File: config.mk
export PLATFORM = sky130hd
export DESIGN_NAME = edram_port
export DESIGN_NICKNAME = d
export VERILOG_FILES = /design/src/rtl/edram_port_pkg.sv /design/src/rtl/sat_counter.sv /design/src/rtl/edram_port.sv
export SDC_FILE = /design/constraint.sdc
export NUM_CORES = 1
export LEC_CHECK = 0
export CAP_MARGIN = 40
export CORE_ASPECT_RATIO = 1.75
export CORE_MARGIN = 5
export CORE_UTILIZATION = 47
export CTS_CLUSTER_DIAMETER = 50
export CTS_CLUSTER_SIZE = 8
export DETAILED_ROUTE_END_ITERATION = 12
export GPL_TIMING_DRIVEN = 0
export PLACE_DENSITY = 0.81
export SYNTH_ARGS = -nofsm -noshare
export SYNTH_HDL_FRONTEND = slang
export SYNTH_SLANG_ARGS = --single-unit
File: constraint.sdc
create_clock -name clk -period 2.6 [get_ports clk]
set_clock_uncertainty 0.05 [all_clocks]
set_input_delay 0.52 -clock clk [delete_from_list [all_inputs] [get_ports clk]]
set_output_delay 0.52 -clock clk [all_outputs]
set_load 0.1 [all_outputs]
File: src/rtl/edram_port_pkg.sv
// Shared types and interface widths for the IMA-side EDRAM port.
package edram_port_pkg;

  localparam int unsigned EdramAddrWidth = 16;
  localparam int unsigned EdramDataWidth = 16;

  typedef enum logic [1:0] {
    IDLE,
    WDAT,
    REQ,
    XFER
  } port_state_t;

endpackage

File: src/rtl/sat_counter.sv
// Free-running incrementer that sticks at all-ones instead of wrapping.
module sat_counter #(
  parameter int unsigned Width = 32
) (
  input  logic             clk,
  input  logic             rst,
  input  logic             inc,
  output logic [Width-1:0] count
);

  logic [Width-1:0] count_q, count_d;

  always_comb begin
    count_d = count_q;
    if (inc && (count_q != {Width{1'b1}})) begin
      count_d = count_q + 1'b1;
    end
  end

  always_ff @(posedge clk) begin
    if (rst) begin
      count_q <= '0;
    end else begin
      count_q <= count_d;
    end
  end

  assign count = count_q;

endmodule

File: src/rtl/edram_port.sv
// IMA-side burst initiator toward the shared EDRAM controller: one word per
// request/wait handshake, with per-word timeout and stall statistics.
module edram_port
  import edram_port_pkg::*;
#(
  parameter int unsigned ADDR_WIDTH = EdramAddrWidth,
  parameter int unsigned DATA_WIDTH = EdramDataWidth,
  parameter int unsigned LEN_WIDTH  = 4,
  parameter int unsigned TIMEOUT    = 1024
) (
  input  logic                  clk,
  input  logic                  rst,
  input  logic                  cmd_valid,
  output logic                  cmd_ready,
  input  logic                  cmd_write,
  input  logic [ADDR_WIDTH-1:0] cmd_addr,
  input  logic [LEN_WIDTH-1:0]  cmd_len,
  input  logic                  wdata_valid,
  output logic                  wdata_ready,
  input  logic [DATA_WIDTH-1:0] wdata,
  output logic                  rdata_valid,
  output logic [DATA_WIDTH-1:0] rdata,
  output logic                  ima_ren,
  output logic                  ima_wen,
  output logic [ADDR_WIDTH-1:0] ima_addr,
  output logic [DATA_WIDTH-1:0] ima_data,
  input  logic                  ima_wait,
  input  logic [DATA_WIDTH-1:0] ram_rdata,
  output logic                  busy,
  output logic                  done,
  output logic                  err,
  output logic [31:0]           stall_cnt
);

  // Counter only ever holds values below TIMEOUT.
  localparam int unsigned CntW = (TIMEOUT > 1) ? $clog2(TIMEOUT) : 1;

  port_state_t           state_q, state_d;
  logic                  write_q, write_d;
  logic [ADDR_WIDTH-1:0] addr_q, addr_d;
  logic [LEN_WIDTH-1:0]  rem_q, rem_d;
  logic [DATA_WIDTH-1:0] data_q, data_d;
  logic [DATA_WIDTH-1:0] rdata_q, rdata_d;
  logic                  rvalid_q, rvalid_d;
  logic                  done_q, done_d;
  logic [CntW-1:0]       wcnt_q, wcnt_d;

  logic        in_req;
  logic        complete;
  logic        timeout_hit;
  logic        req_on;
  logic [31:0] wcnt_ext;

  always_comb begin
    in_req      = (state_q == REQ) || (state_q == XFER);
    // Only an armed port may treat wait=0 as service.
    complete    = (state_q == XFER) && !ima_wait;
    wcnt_ext    = 32'(wcnt_q);
    timeout_hit = (TIMEOUT != 0) && in_req && !complete && (wcnt_ext == TIMEOUT - 1);
    req_on      = in_req && !complete && !timeout_hit;
  end

  always_comb begin
    state_d  = state_q;
    write_d  = write_q;
    addr_d   = addr_q;
    rem_d    = rem_q;
    data_d   = data_q;
    rdata_d  = rdata_q;
    rvalid_d = 1'b0;
    done_d   = 1'b0;
    wcnt_d   = in_req ? wcnt_q + 1'b1 : '0;

    unique case (state_q)
      IDLE: begin
        if (cmd_valid) begin
          write_d = cmd_write;
          addr_d  = cmd_addr;
          rem_d   = cmd_len;
          state_d = cmd_write ? WDAT : REQ;
        end
      end
      WDAT: begin
        if (wdata_valid) begin
          data_d  = wdata;
          state_d = REQ;
        end
      end
      REQ: begin
        if (timeout_hit) begin
          state_d = IDLE;
        end else if (ima_wait) begin
          state_d = XFER;
        end
      end
      XFER: begin
        if (complete) begin
          wcnt_d = '0;
          if (!write_q) begin
            rdata_d  = ram_rdata;
            rvalid_d = 1'b1;
          end
          if (rem_q == '0) begin
            state_d = IDLE;
            done_d  = 1'b1;
          end else begin
            addr_d  = addr_q + 1'b1;
            rem_d   = rem_q - 1'b1;
            state_d = write_q ? WDAT : REQ;
          end
        end else if (timeout_hit) begin
          state_d = IDLE;
        end
      end
      default: state_d = IDLE;
    endcase
  end

  always_ff @(posedge clk) begin
    if (rst) begin
      state_q  <= IDLE;
      write_q  <= 1'b0;
      addr_q   <= '0;
      rem_q    <= '0;
      data_q   <= '0;
      rdata_q  <= '0;
      rvalid_q <= 1'b0;
      done_q   <= 1'b0;
      wcnt_q   <= '0;
    end else begin
      state_q  <= state_d;
      write_q  <= write_d;
      addr_q   <= addr_d;
      rem_q    <= rem_d;
      data_q   <= data_d;
      rdata_q  <= rdata_d;
      rvalid_q <= rvalid_d;
      done_q   <= done_d;
      wcnt_q   <= wcnt_d;
    end
  end

  sat_counter #(
    .Width(32)
  ) u_stall_cnt (
    .clk  (clk),
    .rst  (rst),
    .inc  (in_req),
    .count(stall_cnt)
  );

  assign cmd_ready   = (state_q == IDLE);
  assign wdata_ready = (state_q == WDAT);
  assign busy        = (state_q != IDLE);
  assign ima_ren     = req_on && !write_q;
  assign ima_wen     = req_on && write_q;
  assign ima_addr    = addr_q;
  assign ima_data    = data_q;
  assign rdata       = rdata_q;
  assign rdata_valid = rvalid_q;
  assign done        = done_q;
  assign err         = timeout_hit;

endmodule

==> Word level (Yosys, flattened, before mapping) <==
Index checks and enable logic that the tools add are counted.
{ "word_totals": {"ff_bits": 99, "in_bits": 58, "out_inout_bits": 88, "word_cells": 73} }
{ "op_classes": {"addsub": 4, "eq_ne": 11, "muxes": 23, "bitwise_logic": 3, "n_reduce_logical": 22} }
{ "ops": {"columns": ["op", "count"], "rows": [
  ["$mux W16", 3],
  ["$add A32 B1 Y32 const B", 1],
  ["$ne A32 B32 Y1 const B", 1],
  ["$pmux W16 S2", 1],
  ["$mux W10", 3],
  ["$mux W2", 9],
  ["$add A16 B1 Y16 const B", 1],
  ["$mux W4", 3],
  ["$add A10 B1 Y10 const B", 1],
  ["$eq A10 B10 Y1 const B", 1],
  ["$ne A2 B2 Y1 const B", 4],
  ["$pmux W2 S4", 1],
  ["$pmux W4 S2", 1],
  ["$reduce_and A4 Y1", 2],
  ["$logic_and A1 B1 Y1", 7],
  ["$ne A3 B3 Y1 const B", 2],
  ["$eq A2 B2 Y1 const B", 2],
  ["$logic_not A1 Y1", 4],
  ["$logic_not A4 Y1", 1],
  ["$reduce_and A2 Y1", 2],
  ["$reduce_bool A2 Y1", 2],
  ["$sub A4 B1 Y4 const B", 1],
  ["$not A1 Y1", 3],
  ["$reduce_and A3 Y1", 1],
  ["other kinds (5)", 6]
]} }

==> Depth between registers and ports, before layout <==
Gate-level depths: netlist (run 1).
{ "depth": {"ltp_word": 8, "ltp_mapped": 10, "mapped_depth_nobuf": 7} }

==> Modules after synthesis <==
From an unflattened synthesis (run 1), not the netlist that was laid out.
{ "unflattened": {"hier_cells": 592, "area_unflattened_um2": 4795.8} }
{ "by_module_without_submodules": {"columns": ["mod", "n_inst", "cells_per_inst", "area_each_um2", "seq_area_each_um2"], "rows": [
  ["edram_port", 1, 393, 3121.7, 1341.3],
  ["sat_counter", 1, 199, 1674.1, 640.6]
]} }

==> Least setup slack after synthesis (run 1) <==
No wires, ideal clock.
{ "synth_path": {"kind": "register -> output", "from": "register wcnt_q[0]", "to": "output port err", "arrival_ns": 3.075, "t_required_ns": 2.030, "path_slack_ns": -1.045, "path_stages_with_launch": 5, "path_buffers": 0, "path_cell_list": "dfxtp_1 > ha_1 > and4_1 > nand4_1 > nor3_1"} }
{ "synth_between": {"elab_chain_len": 2} }
{ "synth_lines": {"columns": ["item", "line_no", "rtl"], "rows": [
  ["start: declaration", "edram_port.sv:46", "logic [CntW-1:0] wcnt_q, wcnt_d;"],
  ["start signal: assignment", "edram_port.sv:139", "wcnt_q <= wcnt_d;"],
  ["$eq A10 B10 Y1", "edram_port.sv:59", "timeout_hit = (TIMEOUT != 0) && in_req && !complete && (wcnt_ext == TIMEOUT - 1);"],
  ["$logic_and A1 B1 Y1", "edram_port.sv:59", null],
  ["end: declaration", "edram_port.sv:31", "output logic err,"]
]} }
Every way passes these cells.

==> Final worst setup path (run 1) <==
{ "layout_path": {"from": "register state_q[1]", "to": "output port cmd_ready"} }
{ "layout_between": {"elab_chain_len": 1} }
{ "layout_lines": {"columns": ["item", "line_no", "rtl"], "rows": [
  ["start: declaration", "edram_port.sv:38", "port_state_t state_q, state_d;"],
  ["start signal: assignment", "edram_port.sv:131", "state_q <= state_d;"],
  ["$logic_not A2 Y1", "edram_port.sv:152", "assign cmd_ready = (state_q == IDLE);"],
  ["end: declaration", "edram_port.sv:14", "output logic cmd_ready,"]
]} }
Every way passes these cells.

==> results of run 1 <==
cell type report:
type / instances / area, sq um / share of cell area (%)
plain buffers: 29 / 115 / 1.41
clock buffers: 10 / 229 / 2.81
clock inverters: 6 / 136 / 1.67
inverters: 14 / 56.3 / 0.690
multi-input cells: 441 / 2510 / 30.7
flip-flops and latches: 99 / 2010 / 24.7
well taps: 125 / 156 / 1.92
repair buffers: 232 / 2950 / 36.1
final timing paths:
check	startpoint	endpoint	depth (start not counted)
worst max-delay path	state_q[1]$_SDFFE_PP0P_	cmd_ready	5
worst min-delay path	rdata[6]$_SDFFE_PP0P_	rdata[6]$_SDFFE_PP0P_	2
worst max register to register	rem_q[0]$_SDFFE_PP0P_	ima_addr[11]$_SDFFE_PP0P_	7
worst min register to register	rdata[6]$_SDFFE_PP0P_	rdata[6]$_SDFFE_PP0P_	2
logic make-up (layout without fill, tap and decap cells):
kind of cell    Yosys count  after routing  synth area share (%)
buf+inv                  44            291                  3.68
mux                       5              5                  1.24
fa+ha+maj                 4              4                  1.08
simple gates            269            269                  28.7
xor+xnor                 16             16                  3.03
compound gates          147            147                  19.4
flops                    99             99                  42.8
sequential cells by signal, summed over array words and instances (netlist names):
signal,flops
done,1
ima_addr,16
ima_data,16
rdata,16
rdata_valid,1
rem_q,4
state_q,2
u_stall_cnt.count,32
wcnt_q,10
write_q,1
layout by cell type (no fill, tap or decap), types with 4 or more instances in the layout:
cell	netlist	layout
o31ai_1	5	5
buf_8	0	71
o21ai_0	32	32
clkbuf_16	0	9
nand3_1	29	29
or4_1	6	6
xor2_1	8	8
nor4_1	8	8
a21o_1	4	4
a22oi_1	4	4
a21oi_1	70	70
buf_2	4	5
clkdlybuf4s50_1	0	142
nand2_1	101	100
buf_16	0	14
clkbuf_1	23	23
nor3_1	10	9
a211oi_1	7	7
bufinv_16	0	4
and3_1	5	5
dfxtp_2	0	24
or3_1	18	18
dfxtp_1	99	75
xnor2_1	8	8
nand4_1	17	17
and4_1	5	5
nor2_1	49	48
inv_1	14	13
worst max-delay path: stages, from the launching register on:
cell	delay, ps
dfxtp_1	380
inv_1	320
nand2_4	100
clkinvlp_4	110
clkdlybuf4s50_1	530
buf_8	210
through the flow:
stage / utilization (%) / std cells / instance area [sq um] / hold WS [ps]
floorplan: - / 584 / 4670 / 380
global placement: 64.6 / 854 / 6280 / 391
detailed placement: 79.9 / 942 / 7780 / 399
CTS: 83.8 / 956 / 8150 / 410
global route: 83.9 / 956 / 8160 / 425
finish: 83.9 / 956 / 8160 / 411
routing by layer:
layer / GRT usage [%] / wire (um)
met5: 0 / 0
met4: 16.8 / 958
met3: 5.64 / 1080
met2: 54.5 / 9560
met1: 27.9 / 5720
power groups by stage:
| stage | Combinational [mW] | Sequential [mW] | Clock [mW] |
|---|---|---|---|
| after floorplan | 0.435 | 2.13 | 0 |
| after global placement | 1.19 | 1.71 | 0 |
| after detailed placement | 1.49 | 1.71 | 0 |
| after CTS | 1.49 | 1.69 | 1.64 |
| after global routing | 1.55 | 1.70 | 1.70 |
| final | 1.49 | 1.69 | 1.63 |
timing repair:
action / in CTS / in global routing
pin swaps: 2 / 0
resized for setup: 7 / 2
setup endpoints to repair: 4 / 2
buffers inserted: 2 / 0
==> impl_metrics.ini, run 1 <==
[power_and_ir_drop]
p_int_mw = 3.19
combPwrFrac_pct = 31.0
switchingPower_mw = 1.62
p_seq_share_pct = 35.1
power.share.clock_pct = 33.9
vdd.ir_drop.worst_mv = 0.458
leakage_nw = 2.90
p_total_mw = 4.81
powerDensity_nw_per_um2 = 590
swShare_pct = 33.8

[global_routing]
grt_pass1_wl_um = 28000
overflow = 0
antenna_found_initial = 0
grt_pass1_vias = 5936
grt_max_degree = 17
grt_use_total_pct = 28.7

[timing]
final-setup-viol-count = 0
min_period_over_period_pct = 98.8
hold_violations = 0
tns_ps = 0
tightest_slew_ps = 807
fin_ws_ps = 31.7
rsz0062_at_grt = yes
timing.fmax_ghz = 0.389
drv_slew = 0
min_period_ps = 2570
maxSlewHeadroom_pct = 45.8

[run]
cap_violations = 0

[clock_tree]
h-tree-depth = 3
cts_sinks = 99
clk_path_buf_depth = 2
clk_pin_slew_ps = 70
hold_buffers = 0
numCtsBuffers = 9
insertion_delay_ps = 340
tritoncts = done
cts_root_buf = clkbuf_16

[synth]
ys_ff_latch = 99
synth-edff-count = 0
syn_area_per_cell_sq_um = 7.92
synthTopCellsByArea = dfxtp_1 (43%), nand2_1 (8.2%), a21oi_1 (7.6%)
yosys.area.top_type = dfxtp_1
synth_common_cells = nand2_1 (101), dfxtp_1 (99), a21oi_1 (70)
synth-async-reset-ratio_pct = 0
ys.flop_type = dfxtp_1
synth_warnings = 0
syn_area_sq_um = 4630
yosys.area.top_type_share_pct = 42.8
synthMostInstantiatedCell = nand2_1
syn_inst = 584
yosys.cell_types.count = 56
yosysSeqAreaShare_pct = 42.8
synth_nets = 646

[routing]
vias_per_cell = 5.83
dr_total_vias = 5570
ant_nets = 0
drtIter0Drc = 374
routed_wl_um = 17300
drc = 0
drt_first_pass_iters = 5
wl_per_cell_um = 18.1

[layout]
n_antenna_cell = 0
fillers = 547
areaGrowthSynthToFinish_pct = 76.3
drive_above_1_share_pct = 18.9
nets = 888

[floorplanning]
die_area_sq_um = 12000
coreArea_sq_um = 9730
start_util_pct = 47.6
dieWidth_um = 85.0
die_h_um = 141
rows = 48
io_pins = 146

[critical_path]
crit_required_ps = 2030
cp_max_fo = 8
r2r_slack_ps = 290
critPathCaptureType = primary output
arrival_ps = 2000
start_kind = flop
critPathKind = flop to primary output

[placed_design]
gp_congestion = 0.931
io_buffers = 145
place_worst_setup_slack_ps = -265
dpl.hpwl_um = 13300

[outcome]
status = finished, final reports clean

[worst_hold_path]
hold_path.class = flop to flop
No activity file was read; power rests on OpenSTA's default activity.
==> run 2: changes to the inputs <==
ABC_CLOCK_PERIOD_IN_PS = 2600   (was default)
CAP_MARGIN = default   (was 40)
==> run 2 against run 1 <==
Sequential power barely moved. Register-to-register slack barely moved. Maximum frequency fell by 1.2%. Largest cell class is now multi-input gates. Count of clock-buffer cells in the layout fell by 1. Non-clock buffer count fell by 84. Highest routed layer unchanged. Sequential share of layout area rose by 5.6 points. Critical path type unchanged.
==> impl_metrics.ini, run 2 (synthesis gave the netlist of run 1 again) <==
[outcome]
status = finished, final reports clean

[global_routing]
antenna_found_initial = 0
grt_use_total_pct = 22.5
grt_max_degree = 18
grt_pass1_vias = 4828
overflow = 0
grt_pass1_wl_um = 22400

[critical_path]
r2r_slack_ps = 300
arrival_ps = 2030
crit_path_end = stall_cnt[14]
worst_path_dominant_cell_family = buffers and inverters
crit_path_cell_trace = clkdlybuf4s50_1
r2r-start = state_q[0]$_SDFFE_PP0P_
critPathKind = flop to primary output
cp_slowest_cell = clkdlybuf4s50_1
critical_path.max_stage_delay_ps = 1190
start_kind = flop
cp_max_fo = 6
critPathCaptureType = primary output
crit_required_ps = 2030
r2r_cells = 8
startpoint = u_stall_cnt.count[14]$_SDFFE_PP0P_
cp.depth = 1
cp.buffers_inverters = 1
timing.rr.end = ima_addr[3]$_SDFFE_PP0P_

[layout]
largest_register_ffs = 32
fillers = 822
final_common_cell = clkdlybuf4s50_1
regArea_sq_um = 2010
drive_above_1_share_pct = 9.64
mostFrequentLayoutCells = clkdlybuf4s50_1 (131), nand2_1 (100), dfxtp_1 (77)
final_cells = 872
n_antenna_cell = 0
final_cell_area_sq_um = 6640
areaGrowthSynthToFinish_pct = 43.5
nets = 804
multi_input_area_sq_um = 2490

[clock_tree]
clk_pin_slew_ps = 70
clk_path_buf_depth = 2
cts_root_buf = clkbuf_16
tritoncts = done
h-tree-depth = 3
insertion_delay_ps = 340
numCtsBuffers = 9
hold_buffers = 0
cts_sinks = 99

[timing]
maxSlewHeadroom_pct = 32.3
holdWs_ps = 403
min_period_ps = 2600
drv_slew = 0
min_period_over_period_pct = 100
hold_violations = 0
final-setup-viol-count = 0
fin_ws_ps = 0.168
timing.fmax_ghz = 0.385
tightest_slew_ps = 1010

[power_and_ir_drop]
p_total_mw = 4.33
leakage_nw = 2.33
vdd.ir_drop.worst_mv = 0.417
powerDensity_nw_per_um2 = 652
combPwrFrac_pct = 27.7
swShare_pct = 35.8
p_int_mw = 2.78
power.share.clock_pct = 33.5
p_seq_share_pct = 38.8
switchingPower_mw = 1.55

[floorplanning]
io_pins = 146
die_area_sq_um = 12000
start_util_pct = 47.6
coreArea_sq_um = 9730
die_h_um = 141
rows = 48
dieWidth_um = 85.0

[placed_design]
dpl.hpwl_um = 10600
placed_area_sq_um = 6280
placed_cells = 854
place_worst_setup_slack_ps = -724
io_buffers = 145
gp_congestion = 0.931

[routing]
drc = 0
dr_total_vias = 4934
vias_per_cell = 5.66
ant_nets = 0
drtIter0Drc = 302
drt_first_pass_iters = 5
routed_wl_um = 13900
wl_per_cell_um = 15.9

[worst_hold_path]
hold_path.class = flop to flop
worstHoldPathCells = 2

[run]
cap_violations = 0
[run 2: cell types whose count changed in the layout (fill, tap and decap cells not counted), sizes merged, moves of 2 or more]
cell           before  now
buf                97   11
clkdlybuf4s50     142  131
dlymetal6s2s        0    7
clkdlybuf4s15       0    3
bufinv              4    2
inv                14   16
[run 2: power groups by stage]
stage	Clock (mW)	Sequential [mW]	Combinational, mW
after floorplan	0	2.13	0.435
after global placement	0	1.71	1.19
after detailed placement	0	1.71	1.20
after CTS	1.47	1.68	1.20
after global routing	1.54	1.69	1.26
final	1.45	1.68	1.20
[run 2: worst min-delay path by stage]
stage                              startpoint                         to  slack (ps)
finish               ima_data[0]$_SDFFE_PP0P_   ima_data[0]$_SDFFE_PP0P_         400
detailed placement      rdata[0]$_SDFFE_PP0P_      rdata[0]$_SDFFE_PP0P_         400
CTS                    rdata[15]$_SDFFE_PP0P_     rdata[15]$_SDFFE_PP0P_         410
global route           rdata[12]$_SDFFE_PP0P_     rdata[12]$_SDFFE_PP0P_         420
global placement    ima_data[15]$_SDFFE_PP0P_  ima_data[15]$_SDFFE_PP0P_         390
floorplan                wcnt_q[0]$_SDFF_PP0_       wcnt_q[0]$_SDFF_PP0_         380
[run 2: through the flow]
stage | util (%) | TNS, ps
global placement | 64.6 | -5520
global route | 68.3 | -6.35
finish | 68.3 | 0
CTS | 67.8 | 0
detailed placement | 64.6 | -6530
floorplan | - | -808
[run 2: what timing repair did]
action	4_1_cts	5_1_grt
pin swaps	0	2
setup endpoints to repair	7	10
setup buffers	0	2
resized for setup	28	10
[run 2: worst reg2reg max path, cell delays in order (launching register included)]
cell and delay [ps]:
dfxtp_1 310, clkbuf_1 270, and3b_1 210, clkbuf_1 240, a22o_1 160, buf_2 210, clkbuf_1 420, o21ai_0 200
a21oi_1 160
[run 2: area by class of cell]
cell class / instances / area share (%)
inverters: 14 / 0.848
flip-flops and latches: 99 / 30.3
repair buffers: 147 / 22.4
well taps: 125 / 2.35
clock buffers: 9 / 3.39
clock inverters: 7 / 1.49
plain buffers: 30 / 1.79
multi-input cells: 441 / 37.5
[run 2: layer usage]
| layer | vias to the layer above | wire length [um] | track usage [%] | share of wire (%) |
|---|---|---|---|---|
| li1 | 2417 | - | - | - |
| met5 | - | 0 | 0 | 0 |
| met2 | 190 | 7590 | 43.5 | 55 |
| met1 | 2304 | 5040 | 22.8 | 36 |
| met4 | 0 | 276 | 8.17 | 2.0 |
| met3 | 23 | 964 | 5.52 | 6.9 |
